**config.mk**
```make
export PLATFORM = sky130hd
export DESIGN_NAME = credit_fifo_lbdr_in
export DESIGN_NICKNAME = d
export VERILOG_FILES = /design/src/rtl/credit_fifo_lbdr_in.sv
export SDC_FILE = /design/constraint.sdc
export NUM_CORES = 1
export LEC_CHECK = 0
export BUFFER_PORTS_ARGS = -buffer_cell sky130_fd_sc_hd__buf_2
export CAP_MARGIN = 20
export CORE_MARGIN = 3
export CORE_UTILIZATION = 54
export DETAILED_ROUTE_END_ITERATION = 16
export GPL_TIMING_DRIVEN = 0
export PLACE_DENSITY = 0.75
export SLEW_MARGIN = 10
export SYNTH_ARGS = -nofsm -noshare
export SYNTH_HDL_FRONTEND = slang
export SYNTH_SLANG_ARGS = --single-unit
```
**constraint.sdc**
```tcl
create_clock -name clk -period 6 [get_ports clk]
set_clock_uncertainty 0.1 [all_clocks]
set_input_delay 1.2 -clock clk [delete_from_list [all_inputs] [get_ports clk]]
set_output_delay 1.2 -clock clk [all_outputs]
set_load 0.02 [all_outputs]
```
**src/rtl/credit_fifo_lbdr_in.sv**
```systemverilog
// Credit-based FWFT input buffer feeding LBDR routing and its parity checker.
// Define FIFO_ERR_FLAG_EN to add sticky overflow_err/underflow_err outputs.
module credit_fifo_lbdr_in #(
  parameter int DATA_WIDTH = 32,
  parameter int DEPTH      = 4,
  parameter int PTR_WIDTH  = 2
) (
  input  logic                  clk,
  input  logic                  reset,
  input  logic [DATA_WIDTH-1:0] RX,
  input  logic                  valid_in,
  input  logic                  read_en_N,
  input  logic                  read_en_E,
  input  logic                  read_en_W,
  input  logic                  read_en_S,
  input  logic                  read_en_L,
  output logic [DATA_WIDTH-1:0] Data_out,
  output logic                  empty_out,
  output logic                  full_out,
  output logic                  credit_out
`ifdef FIFO_ERR_FLAG_EN
  ,
  output logic                  overflow_err,
  output logic                  underflow_err
`endif
);

  logic [DATA_WIDTH-1:0] mem [DEPTH];
  logic [PTR_WIDTH:0]    wr_ptr;
  logic [PTR_WIDTH:0]    rd_ptr;
  logic                  grant;
  logic                  rd;
  logic                  wr;

  // Extra wrap bit distinguishes full from empty when indices match.
  assign empty_out = (wr_ptr == rd_ptr);
  assign full_out  = (wr_ptr[PTR_WIDTH-1:0] == rd_ptr[PTR_WIDTH-1:0]) &&
                     (wr_ptr[PTR_WIDTH] != rd_ptr[PTR_WIDTH]);

  assign grant = read_en_N | read_en_E | read_en_W | read_en_S | read_en_L;
  assign rd    = grant & ~empty_out;
  assign wr    = valid_in & ~full_out;

  assign Data_out = mem[rd_ptr[PTR_WIDTH-1:0]];

  always_ff @(posedge clk or posedge reset) begin
    if (reset) begin
      wr_ptr     <= '0;
      rd_ptr     <= '0;
      credit_out <= 1'b0;
      for (int i = 0; i < DEPTH; i++) begin
        mem[i] <= '0;
      end
    end else begin
      credit_out <= rd;
      if (wr) begin
        mem[wr_ptr[PTR_WIDTH-1:0]] <= RX;
        wr_ptr <= wr_ptr + (PTR_WIDTH+1)'(1);
      end
      if (rd) begin
        rd_ptr <= rd_ptr + (PTR_WIDTH+1)'(1);
      end
    end
  end

`ifdef FIFO_ERR_FLAG_EN
  always_ff @(posedge clk or posedge reset) begin
    if (reset) begin
      overflow_err  <= 1'b0;
      underflow_err <= 1'b0;
    end else begin
      if (valid_in && full_out) begin
        overflow_err <= 1'b1;
      end
      if (grant && empty_out) begin
        underflow_err <= 1'b1;
      end
    end
  end
`endif

endmodule

```
==> flow_metrics.env <==
export IMPL_clock_path_buffers=2
export IMPL_path_class="register to primary output"
export IMPL_initial_core_util_pct=56.54
export IMPL_grt_ovfl_total=0
export IMPL_dp_hpwl_um=8115
export IMPL_finalHoldViolations=0
export IMPL_firstDrtPassIters=4
export IMPL_wl_per_cell_um=20.89
export IMPL_maxCapViolCount=0
export IMPL_synth_area_um2=6594
export IMPL_synth_edf_count=0
export IMPL_clock_sinks=135
export IMPL_grt_pass1_vias=3898
export IMPL_ctsHoldBuffers=0
export IMPL_post_route_min_period_ps=3547
export IMPL_insertion_delay_ps=400
export IMPL_yosys_area_top_type="dfrtp_1"
export IMPL_r2r_start="rd_ptr[0]$_DFFE_PP0P_"
export IMPL_min_path_cells=1
export IMPL_holdWs_ps=401.2
export IMPL_antenna_found_initial=0
export IMPL_r2r_slack_ps=3840
export IMPL_power_density_nw_per_um2=667.0
export IMPL_rr_worst_depth=5
export IMPL_internal_power_mw=3.392
export IMPL_drt_iter0_drc=244
export IMPL_cp_arrival_ps=2250
export IMPL_ys_ff_latch=135
export IMPL_syn2layout_area_growth_pct=16.83
export IMPL_synth_area_leaders="dfrtp_1, mux2_4, mux4_2"
export IMPL_yosysUniqueCellTypes=33
export IMPL_seq_power_share_pct=32.5
export IMPL_ir_drop_v=0.0004047
export IMPL_die_h_um=116.5
export IMPL_core_um2=11660
export IMPL_crit_path_start_kind="register"
export IMPL_hp_class="register to register"
export IMPL_hold_start="mem[126]$_DFFE_PP0P_"
export IMPL_fin_crit_sh_pct=59.11
export IMPL_maxSlewHeadroom_pct=53.61
export IMPL_vias=3477
export IMPL_wirelength_um=12750
export IMPL_fin_util_pct=66.06
export IMPL_gp_congestion=0.7611
export IMPL_layout_drive_gt1_share_pct=61.67
export IMPL_fin_nets=503
export IMPL_drcViolationCount=0
export IMPL_io_pins=75
export IMPL_htree_num_levels=4
export IMPL_drt_antenna_violating_nets=0
export IMPL_cellLeakagePower_nw=3.511
export IMPL_async_reset_ff_share_pct=100.0
export IMPL_tritoncts="built"
export IMPL_grt_pass1_wl_um=20940
export IMPL_syn_nets=409
export IMPL_rsz0062_at_grt="false"
export IMPL_synth_top_area_share_pct=51.23
export IMPL_yosysMostFrequentCell="dfrtp_1"
export IMPL_fmax_mhz=281.9
export IMPL_power_switching_share_pct=33.99
export IMPL_synth_warnings=0
export IMPL_dieArea_um2=13570
export IMPL_p_switching_mw=1.746
export IMPL_cts_root_buf="clkbuf_16"
export IMPL_synth_seq_area_share_pct=51.23
export IMPL_placed_area_um2=7176
export IMPL_stdcell_area_um2=7704
export IMPL_synthCells=364
export IMPL_reg2reg_to="mem[17]$_DFFE_PP0P_"
export IMPL_whs_endpoint="mem[126]$_DFFE_PP0P_"
export IMPL_fin_ws_ps=2453
export IMPL_worst_slew_pin_slew_ps=690.5
export IMPL_cts_resized=0
export IMPL_cp_end_kind="primary output"
export IMPL_cp_required_ps=4700
export IMPL_ys_top_cells_by_count="dfrtp_1, mux2_4, mux4_2, buf_6, mux2_2"
export IMPL_outcome="complete, no violations"
export IMPL_cts_buffers=17
export IMPL_synth_main_ff_cell="dfrtp_1"
export IMPL_synth_avg_cell_area_um2=18.11
export IMPL_post_cts_buffers=0
export IMPL_clockPowerShare_pct=18.4
export IMPL_std_cell_rows=39
export IMPL_p_comb_share_pct=49.2
export IMPL_via_per_inst=5.700
export IMPL_finalSetupViolCount=0
export IMPL_grtUsageTotal_pct=20.90
export IMPL_pre_cts_slack_ps=2867
export IMPL_diodes=0
export IMPL_fillerInstances=782
export IMPL_path_max_fanout=10
export IMPL_port_buffers=74
export IMPL_clkTransAtPathRegs_ps=50
export IMPL_die_w_um=116.5
export IMPL_grt_start_max_net_pins=87
export IMPL_drv_slew=0
[how the worst max path moves through the flow]
stage               slack (ps)             startpoint  depth (start not counted)                   end
floorplan                 1090                  reset                          1  credit_out$_DFF_PP0_
global placement          -300                  reset                          2   mem[87]$_DFFE_PP0P_
detailed placement        2870  rd_ptr[1]$_DFFE_PP0P_                          4          Data_out[19]
CTS                       2420  rd_ptr[1]$_DFFE_PP0P_                          4          Data_out[18]
global route              2340  rd_ptr[1]$_DFFE_PP0P_                          4          Data_out[21]
finish                    2450  rd_ptr[1]$_DFFE_PP0P_                          4          Data_out[29]
[through the flow]
| step | std cells | setup TNS (ps) | total power [mW] |
|---|---|---|---|
| final | 610 | 0 | 5.138 |
| after global routing | 610 | 0 | 5.433 |
| after CTS | 610 | 0 | 5.190 |
| after detailed placement | 582 | 0 | 4.206 |
| after global placement | 581 | -39560 | 4.138 |
| after floorplan | 364 | 0 | 3.627 |
[sequential cells by signal, indices dropped and copies added, names as in the netlist]
name	flops
rd_ptr	3
mem	128
credit_out	1
wr_ptr	3
[layout by cell type, fill, tap and decap left out, types with 4 or more instances in the layout]
cell / instances
clkbuf_16: 17
buf_2: 78
dfrtp_1: 135
inv_1: 4
a31oi_4: 4
mux2_2: 10
nand2_1: 8
buf_6: 12
mux2_4: 119
clkinv_2: 4
ha_1: 5
clkbuf_1: 4
mux4_2: 32
[per-layer routing]
layer	global-route usage (%)	part of all wire, %
met5	0	0
met4	6.574	0.42
met3	6.114	4.7
met2	32.61	49
met1	28.57	46
[critical path: stages (launching register included)]
cell and delay (ps):
dfrtp_1 340, buf_2 310, buf_1 580, mux4_2 430
buf_2 180
[power by group through the flow]
stage / Combinational (mW) / Sequential (mW) / Clock [mW]
after global routing: 2.70 / 1.72 / 1.01
after CTS: 2.56 / 1.67 / 0.960
final: 2.53 / 1.67 / 0.943
after floorplan: 2.05 / 1.58 / 0
after detailed placement: 2.55 / 1.66 / 0
after global placement: 2.50 / 1.64 / 0
[final cells by class]
cell class                      count  area (um^2)  share of cell area, %
Inverter                            5        23.77                 0.3086
Buffer                             21        177.7                  2.306
Sequential cell                   135         3378                  43.85
Clock inverter                      5        50.05                 0.6497
Tap cell                          143        178.9                  2.323
Clock buffer                       23        478.0                  6.204
Multi-Input combinational cell    203         3019                  39.19
Timing Repair Buffer               75        397.9                  5.165
[kinds of logic after synthesis]
logic type               share of synthesized area [%]
AO/OA/AOI/OAI                                    2.486
XOR/XNOR                                         1.347
adder cells (fa/ha/maj)                         0.9488
buffers and inverters                            2.979
flip-flops                                       51.23
multiplexers                                     39.73
AND/OR/NAND/NOR                                  1.271
Note: power is estimated with default switching activity, not from simulation.
